==> config.mk <==
export PLATFORM = sky130hd
export DESIGN_NAME = datamem_arbiter
export DESIGN_NICKNAME = d
export VERILOG_FILES = /design/src/rtl/datamem_arbiter_pkg.sv /design/src/rtl/datamem_arbiter_addr_check.sv /design/src/rtl/datamem_arbiter.sv
export SDC_FILE = /design/constraint.sdc
export NUM_CORES = 1
export LEC_CHECK = 0
export CAP_MARGIN = 20
export CELL_PAD_IN_SITES_DETAIL_PLACEMENT = 0
export CELL_PAD_IN_SITES_GLOBAL_PLACEMENT = 1
export CORE_MARGIN = 8
export CORE_UTILIZATION = 31
export DETAILED_ROUTE_END_ITERATION = 16
export PLACE_DENSITY = 0.81
export RECOVER_POWER = 100
export REMOVE_ABC_BUFFERS = 1
export SETUP_SLACK_MARGIN = 0.02
export SYNTH_ARGS = -nofsm -noshare
export SYNTH_HDL_FRONTEND = slang
export SYNTH_SLANG_ARGS = --single-unit
==> constraint.sdc <==
create_clock -name clk -period 4.9 [get_ports clk]
set_input_delay 0.98 -clock clk [delete_from_list [all_inputs] [get_ports clk]]
set_output_delay 0.98 -clock clk [all_outputs]
set_load 0.1 [all_outputs]
==> src/rtl/datamem_arbiter_pkg.sv <==
// Shared types for the two-requester data memory arbiter: FSM states,
// access size codes and the size-to-byte-count helper.
package datamem_arbiter_pkg;

  typedef enum logic [1:0] {
    IDLE   = 2'd0,
    ACCESS = 2'd1,
    RESP   = 2'd2
  } arbState_t;

  localparam logic [1:0] SZ_WORD    = 2'b00;
  localparam logic [1:0] SZ_HALF    = 2'b01;
  localparam logic [1:0] SZ_BYTE    = 2'b10;
  localparam logic [1:0] SZ_ILLEGAL = 2'b11;

  // One bit wider than an address so the end-of-access sum cannot wrap.
  function automatic logic [32:0] sizeBytes(input logic [1:0] size);
    case (size)
      SZ_WORD: sizeBytes = 33'd4;
      SZ_HALF: sizeBytes = 33'd2;
      SZ_BYTE: sizeBytes = 33'd1;
      default: sizeBytes = 33'd0;
    endcase
  endfunction

endpackage

==> src/rtl/datamem_arbiter_addr_check.sv <==
// Combinational legality check of a request: size code, natural alignment
// and containment of every accessed byte inside [STARTADDR, STARTADDR+LENGTH).
module datamem_addr_check
  import datamem_arbiter_pkg::*;
#(
  parameter logic [31:0] STARTADDR = 32'h1000_0000,
  parameter logic [31:0] LENGTH    = 32'h0000_1000
) (
  input  logic [31:0] addr,
  input  logic [1:0]  size,
  output logic        err
);

  logic        misalign_s;
  logic        outOfRange_s;
  logic [32:0] endAddr_s;
  logic [32:0] limit_s;

  // Alignment rule per size; the illegal code is always rejected.
  always_comb begin
    misalign_s = 1'b0;
    case (size)
      SZ_WORD: misalign_s = (addr[1:0] != 2'b00);
      SZ_HALF: misalign_s = addr[0];
      SZ_BYTE: misalign_s = 1'b0;
      default: misalign_s = 1'b1;
    endcase
  end

  assign endAddr_s    = {1'b0, addr} + sizeBytes(size);
  assign limit_s      = {1'b0, STARTADDR} + {1'b0, LENGTH};
  assign outOfRange_s = (addr < STARTADDR) || (endAddr_s > limit_s);
  assign err          = misalign_s | outOfRange_s;

endmodule

==> src/rtl/datamem_arbiter.sv <==
// Round-robin arbiter giving two requesters access to a single-port data
// memory; each access walks IDLE -> ACCESS -> RESP.
module datamem_arbiter
  import datamem_arbiter_pkg::*;
#(
  parameter logic [31:0] STARTADDR = 32'h1000_0000,
  parameter logic [31:0] LENGTH    = 32'h0000_1000
) (
  input  logic        clk,
  input  logic        rst_n,
  input  logic        r0_req,
  input  logic        r0_we,
  input  logic [1:0]  r0_size,
  input  logic [31:0] r0_addr,
  input  logic [31:0] r0_wdata,
  output logic        r0_ack,
  output logic        r0_err,
  output logic [31:0] r0_rdata,
  input  logic        r1_req,
  input  logic        r1_we,
  input  logic [1:0]  r1_size,
  input  logic [31:0] r1_addr,
  input  logic [31:0] r1_wdata,
  output logic        r1_ack,
  output logic        r1_err,
  output logic [31:0] r1_rdata,
  output logic [31:0] mem_address,
  output logic [31:0] mem_datain,
  output logic        mem_we,
  output logic        mem_writebyte,
  output logic        mem_writehalfword,
  input  logic [31:0] mem_data,
  output logic        busy
);

  arbState_t   state_r;
  arbState_t   nextState_s;
  logic        lastServed_r;
  logic        selId_r;
  logic        we_r;
  logic        err_r;
  logic        grant1_s;
  logic        start_s;
  logic [31:0] selAddr_s;
  logic [31:0] selWdata_s;
  logic [1:0]  selSize_s;
  logic        selWe_s;
  logic        selErr_s;

  // Requester 1 wins when alone, or in contention when requester 0 went last.
  assign grant1_s = r1_req & (~r0_req | ~lastServed_r);
  assign start_s  = (state_r == IDLE) && (r0_req || r1_req);

  // Mux the granted requester's command toward the latch and checker.
  always_comb begin
    if (grant1_s) begin
      selAddr_s  = r1_addr;
      selWdata_s = r1_wdata;
      selSize_s  = r1_size;
      selWe_s    = r1_we;
    end else begin
      selAddr_s  = r0_addr;
      selWdata_s = r0_wdata;
      selSize_s  = r0_size;
      selWe_s    = r0_we;
    end
  end

  datamem_addr_check #(
    .STARTADDR (STARTADDR),
    .LENGTH    (LENGTH)
  ) u_addrCheck (
    .addr (selAddr_s),
    .size (selSize_s),
    .err  (selErr_s)
  );

  // Next-state decode.
  always_comb begin
    nextState_s = state_r;
    case (state_r)
      IDLE: begin
        if (start_s) begin
          nextState_s = ACCESS;
        end else begin
          nextState_s = IDLE;
        end
      end
      ACCESS:  nextState_s = RESP;
      RESP:    nextState_s = IDLE;
      default: nextState_s = IDLE;
    endcase
  end

  // State register, busy flag and round-robin pointer.
  always_ff @(posedge clk or negedge rst_n) begin
    if (!rst_n) begin
      state_r      <= IDLE;
      busy         <= 1'b0;
      lastServed_r <= 1'b1;
    end else begin
      state_r <= nextState_s;
      busy    <= (nextState_s != IDLE);
      if (state_r == RESP) begin
        lastServed_r <= selId_r;
      end
    end
  end

  // Command latch; mem_address/mem_datain double as the latched address/data
  // and keep their value after the access, while write strobes live only in ACCESS.
  always_ff @(posedge clk or negedge rst_n) begin
    if (!rst_n) begin
      selId_r           <= 1'b0;
      we_r              <= 1'b0;
      err_r             <= 1'b0;
      mem_address       <= 32'h0;
      mem_datain        <= 32'h0;
      mem_we            <= 1'b0;
      mem_writebyte     <= 1'b0;
      mem_writehalfword <= 1'b0;
    end else if (start_s) begin
      selId_r           <= grant1_s;
      we_r              <= selWe_s;
      err_r             <= selErr_s;
      mem_address       <= selAddr_s;
      mem_datain        <= selWdata_s;
      mem_we            <= selWe_s & ~selErr_s;
      mem_writebyte     <= (selSize_s == SZ_BYTE);
      mem_writehalfword <= (selSize_s == SZ_HALF);
    end else begin
      mem_we            <= 1'b0;
      mem_writebyte     <= 1'b0;
      mem_writehalfword <= 1'b0;
    end
  end

  // Response: one-cycle ack/err in RESP and load data capture on ACCESS exit.
  always_ff @(posedge clk or negedge rst_n) begin
    if (!rst_n) begin
      r0_ack   <= 1'b0;
      r1_ack   <= 1'b0;
      r0_err   <= 1'b0;
      r1_err   <= 1'b0;
      r0_rdata <= 32'h0;
      r1_rdata <= 32'h0;
    end else if (state_r == ACCESS) begin
      r0_ack <= ~selId_r;
      r1_ack <= selId_r;
      r0_err <= ~selId_r & err_r;
      r1_err <= selId_r & err_r;
      if (!we_r && !err_r) begin
        if (selId_r) begin
          r1_rdata <= mem_data;
        end else begin
          r0_rdata <= mem_data;
        end
      end
    end else begin
      r0_ack <= 1'b0;
      r1_ack <= 1'b0;
      r0_err <= 1'b0;
      r1_err <= 1'b0;
    end
  end

endmodule
==> impl_metrics.yaml <==
die:
  initial_core_util_pct: 31.4
  fp.dieH_um: 167
  ios: 306
  die_x_um: 167
  die_area_sq_um: 27900
  row_count: 55
  coreArea_sq_um: 22600
setup_path:
  critPathCaptureType: "flop"
  cpPeakStageDelay_ps: 620
  crit_type: "input pin to flop"
  r2r_cells: 15
  cp-start-kind: "input pin"
  cp_max_fo: 6
  arrival_ps: 4880
  crit_chain: "dlygate4sd3_1 -> a21boi_4 -> mux2i_1 -> and2_1 -> ha_1 -> fa_1 -> a21oi_1 -> nor4b_1 -> o22ai_1 -> or2_2 -> nor4_1 -> xor2_1 -> or4_1 -> o31a_1"
  cp_slowest_cell: "dlygate4sd3_1"
  crit_required_ps: 5200
clock_tree:
  clock_path_buffers: 2
  cts_max_level: 4
  worstSkewPairLatency_ps: 420
  cts.clk_slew.worst_paths_ps: 70
  cts_tree: "built"
  cts_setup_buffers: 0
  cts.sinks: 142
  hold_buffers: 0
  cts_resized: 0
  cts_buffers: 17
  root_buffer: "clkbuf_16"
min_path:
  min_path_cells: 2
  hold_path.class: "flop to flop"
route:
  vias: 6652
  avgViaCountPerCell: 5.02
  dr.pass1.iters: 4
  first_iter_violations: 425
  postRouteAntennaNets: 0
  wl_per_cell_um: 19.6
  wirelength_um: 25900
  route.detailed.drc: 0
layout:
  nets: 1202
  drive_above_1_share_pct: 12.4
  final_cells: 1326
  diodes: 0
  area_growth_pct: 55.4
place:
  dp_hpwl_um: 20000
  placedCellCount: 1294
  port_buffers: 305
  gp_congestion: 0.859
  dpl_worst_slack_ps: -37.8
sta:
  timing.final.crit_share_pct: 93.5
  setup_violations: 0
  maxSlewViolCount: 149
  slew_headroom_pct: -71.0
  rsz0062_at_grt: "false"
  hold_violations: 0
  worst_slack_ps: 318
  setup_tns_ps: 0
  post-route-min-period_ps: 4580
  skew_ps: 12.6
  worst_pin_slew_ps: 2570
  max_freq_mhz: 218
global_routing:
  grt_first_pass_wirelength_um: 40200
  overflow: 0
  grt_max_degree: 97
  antenna_found_initial: 0
  grt_pass1_vias: 6734
  track_usage_pct: 18.2
yosys:
  synth-seq-area-share_pct: 50.2
  syn_area_per_cell_sq_um: 9.77
  yosys_warnings: 0
  synth_area_sq_um: 7080
  synthFlopType: "dfrtp_1"
  async_flop_share_pct: 100
  ys_types: 59
  ys_seq_elements: 142
  synth-edff-count: 0
  netlist_instances: 725
flow_run:
  drv_cap: 2
outcome:
  status: "finished, violations left"
  violations: "capacitance limit, slew limit"
## cell usage after synthesis, types with 13 or more instances
master | instances | share of area (%)
nor3_1 | 17 | 1.2
nor2_1 | 64 | 3.4
mux2_2 | 66 | 10
nand3_1 | 14 | 0.99
a21oi_1 | 13 | 0.92
mux2i_1 | 26 | 3.7
nand2_1 | 163 | 8.6
a31oi_1 | 44 | 3.9
dfrtp_1 | 141 | 50
o21ai_0 | 23 | 1.6
clkbuf_1 | 23 | 1.2
## path summary, 6_finish.rpt
kind,to,start,slack (ps)
worst max-delay path,err_r$_DFFE_PN0P_,r0_req,320
worst min-delay path,mem_address[21]$_DFFE_PN0P_,mem_address[21]$_DFFE_PN0P_,470
worst max register to register,err_r$_DFFE_PN0P_,lastServed_r$_DFFE_PN1N_,970
worst min register to register,mem_address[21]$_DFFE_PN0P_,mem_address[21]$_DFFE_PN0P_,470
max in group asynchronous,r1_rdata[2]$_DFFE_PN0P_,rst_n,1340
min in group asynchronous,mem_address[20]$_DFFE_PN0P_,rst_n,1240
## cell type report
type | count | area (sq um)
Fill cell | 2183 | 11600
Sequential cell | 142 | 3550
Multi-Input combinational cell | 540 | 3350
Timing Repair Buffer | 324 | 3170
Clock buffer | 18 | 439
Tap cell | 285 | 357
Clock inverter | 14 | 121
Inverter | 3 | 11.3
## flip-flops by register name, indices dropped and copies added (netlist names), 2 cells and up
| register | cells |
|---|---|
| mem_datain | 32 |
| r0_rdata | 32 |
| mem_address | 32 |
| state_r | 2 |
| r1_rdata | 32 |
## kinds of logic (layout without fill, tap and decap cells)
group	Yosys count	after routing	share of synthesized area (%)
AND/OR/NAND/NOR	313	313	19.5
buffers and inverters	43	359	2.70
adder cells (fa/ha/maj)	4	4	0.813
multiplexers	92	92	14.2
flip-flops	142	142	50.2
AO/OA/AOI/OAI	119	119	11.1
XOR/XNOR	12	12	1.48
## placed cells by master, fill, tap and decap left out, types with 3 or more instances in the layout
master	instances
nor2_1	64
o31ai_1	4
xnor2_1	5
buf_4	14
clkbuf_1	4
or2_2	6
and2_1	5
nor3_1	17
xor2_1	7
clkdlybuf4s50_1	167
a31oi_1	44
clkinvlp_4	5
nor4_1	7
dlygate4sd3_1	137
inv_6	6
nand2b_1	3
nand4_1	9
nand2_1	163
and3_1	9
ha_1	3
o21ai_0	23
a211oi_1	3
dfrtp_1	141
clkbuf_16	17
a41oi_1	4
o211ai_1	3
mux2_2	66
a2111oi_0	3
nand3_1	14
a21o_1	3
inv_1	3
mux2i_1	26
a21oi_1	13
## worst max-delay path: cells and delay by family
family                   cells  cell delay (ps)
AND/OR/NAND/NOR              5             1780
adder cells (fa/ha/maj)      2              390
buffers and inverters        1              620
AO/OA/AOI/OAI                4              760
multiplexers                 1              260
XOR/XNOR                     1              100
## metrics by stage
stage               util, %  area, sq um  hold WS (ps)
detailed placement     46.5        10500           466
finish                 48.8        11000           473
CTS                    48.9        11000           483
global placement       46.5        10500           459
floorplan                 -         6900           443
global route           48.8        11000           494
## routing by layer
metal,up-vias,wire length [um],track usage (%)
met5,-,0,0
met2,263,12200,29.8
li1,3208,-,-
met4,0,191,3.84
met3,13,2050,5.81
met1,3168,11500,23.3
Power is left out: the tool's default activity adds up to more than one toggle a clock period on the data nets, which glitch-free logic cannot reach.
==> RTL edit, RTL diff (same flow settings) <==
Put one more register stage on the output `r0_err`. The value now appears one clock later. The other outputs are not delayed to match.
--- a/src/rtl/datamem_arbiter.sv
+++ b/src/rtl/datamem_arbiter.sv
@@ -32,6 +32,8 @@
   input  logic [31:0] mem_data,
   output logic        busy
 );
+
+  logic r0_err_s0;
 
   arbState_t   state_r;
   arbState_t   nextState_s;
@@ -140,14 +142,14 @@
     if (!rst_n) begin
       r0_ack   <= 1'b0;
       r1_ack   <= 1'b0;
-      r0_err   <= 1'b0;
+      r0_err_s0 <= 1'b0;
       r1_err   <= 1'b0;
       r0_rdata <= 32'h0;
       r1_rdata <= 32'h0;
     end else if (state_r == ACCESS) begin
       r0_ack <= ~selId_r;
       r1_ack <= selId_r;
-      r0_err <= ~selId_r & err_r;
+      r0_err_s0 <= ~selId_r & err_r;
       r1_err <= selId_r & err_r;
       if (!we_r && !err_r) begin
         if (selId_r) begin
@@ -159,9 +161,13 @@
     end else begin
       r0_ack <= 1'b0;
       r1_ack <= 1'b0;
-      r0_err <= 1'b0;
+      r0_err_s0 <= 1'b0;
       r1_err <= 1'b0;
     end
   end
 
+  always_ff @(posedge clk) begin
+    r0_err <= r0_err_s0;
+  end
+
 endmodule
Behaviour: not the same (Yosys sat finds a counterexample within 4 cycles, from zero or initial values and one cycle with rst_n low).
==> RTL edit against the unedited design <==
The flow still finishes with violations (capacitance limit, slew limit). Synthesized area grew 0.28%. Critical path depth grew 2. Die area grew 0.26%. Cell count grew 0.15%. Sequential cell count grew 1. Global-route usage grew 0.090 points. Register-to-register slack gained 40 ps. Routed wire length is essentially flat. Clock skew shrank 0.58 ps. Worst setup slack lost 24 ps. Final area grew 0.44%.
Power is not shown: default switching activity piles up to over one toggle a cycle in this logic, so the estimate is an artifact.
==> RTL edit: results (changes against the unedited design) <==
stage	metric	value	unit	change
outcome	status	finished with violations		unchanged
outcome	violations	capacitance limit, slew limit		unchanged
synthesis	ys_types	60		was 59
global_routing	grt_max_degree	88		was 97
cells_and_area	finalNonFillerCells	1328		was 1326
synthesis	synthTopCellsByArea	dfrtp_1 (50%), mux2_2 (10%), nand2_1 (8.6%)		unchanged
sta	clock_skew	12.0	ps	was 12.6 ps
route	wl	25.9	mm	about the same
worst_setup_path	crit_fanout	5		was 6
min_path	hp-start	r0_err_s0$_DFF_PN0_		was mem_address[21]$_DFFE_PN0P_
cells_and_area	layout-drive-gt1-share	12.1	%	was 12.4%
synthesis	synthArstFlopShare	99.3	%	was 100%
sta	worst_pin_slew	2090	ps	was 2570 ps
global_routing	grt_pass1_vias	6962		was 6734
global_routing	antenna_found_initial	2		was 0
synthesis	synth_xor_area_share	1.48	%	about the same
synthesis	synthCells	726		was 725
route	firstDrtPassIters	5		was 4
place	dp_hpwl	19.9	mm	was 20.0 mm
synthesis	muxShareOfSynthArea	14.1	%	was 14.2%
sta	final_max_slew_viol_count	259		was 149
place	port_buffers	305		unchanged
flow_run	max_cap_viol_count	4		was 2
place	place_congestion	0.869		was 0.859
synthesis	synth_compound_area_share	11.1	%	about the same
clocking	root_buffer	clkbuf_16		unchanged
global_routing	grt_pass1_wl	40.7	mm	was 40.2 mm
synthesis	synthAdderAreaFrac	0.810	%	was 0.812%
route	dr.first_iter.drc_count	420		was 425
synthesis	seq_area_frac_synth	50.3	%	was 50.2%
global_routing	gr-usage-all-layers	18.3	%	was 18.2%
worst_setup_path	worstPathArrival	4900	ps	was 4880 ps
route	num_vias	6632		was 6652
[RTL edit: cell types whose count changed after synthesis, sizes merged]
| cell | unedited run | this run |
|---|---|---|
| dfxtp | 0 | 1 |
[RTL edit: final cells by class]
type | count | area [um^2]
inverters | 3 | 11.3
multi-input cells | 540 | 3350
repair buffers | 323 | 3180
fillers | 2147 | 11500
well taps | 285 | 357
clock buffers | 18 | 439
clock inverters | 14 | 141
flip-flops and latches | 143 | 3570
diodes | 2 | 5.00
[RTL edit: path summary, 6_finish.rpt]
kind,end,cells after the start,slack (ps)
min in group asynchronous,mem_address[20]$_DFFE_PN0P_,1,1120
setup / recovery,err_r$_DFFE_PN0P_,16,290
hold reg to reg,r0_err$_DFF_P_,0,360
hold / removal,r0_err$_DFF_P_,0,360
setup reg to reg,err_r$_DFFE_PN0P_,14,1010
max in group asynchronous,mem_address[7]$_DFFE_PN0P_,2,1020
[RTL edit: metal layers]
metal / global-route usage [%] / vias to the layer above / part of all wire (%)
met1: 22.6 / 3137 / 43
met2: 30.6 / 288 / 48
met4: 4.70 / 0 / 0.98
met3: 5.76 / 17 / 8.2
li1: - / 3190 / -
met5: 0 / - / 0
[RTL edit: logic make-up (layout without fill, tap and decap cells)]
group / count (synthesis) / in the layout
other cells: 0 / 2
fa+ha+maj: 4 / 4
simple gates: 313 / 313
buf+inv: 43 / 358
xor+xnor: 12 / 12
compound gates: 119 / 119
flops: 143 / 143
mux: 92 / 92
[RTL edit: worst max-delay path, stage by stage]
cell           delay (ps)
dlygate4sd3_1         620
a21boi_4              190
buf_4                 160
nand2_1                70
nand2_1                90
and2_1                130
ha_1                  170
fa_1                  210
a21oi_1               110
nor4b_1               420
o22ai_1               160
or2_2                 320
nor4_1                350
xor2_1                100
or4_1                 560
o31a_1                260
[RTL edit: stage by stage]
step / instance area, um^2 / worst slack (ps) / hold WS, ps / util (%)
after floorplan: 6920 / -1590 / 324 / -
after global placement: 10500 / 56.8 / 326 / 46.6
after detailed placement: 10500 / -34.7 / 347 / 46.6
after CTS: 11100 / 367 / 359 / 49.1
after global routing: 11100 / 75.2 / 372 / 49.0
final: 11100 / 293 / 363 / 49.0
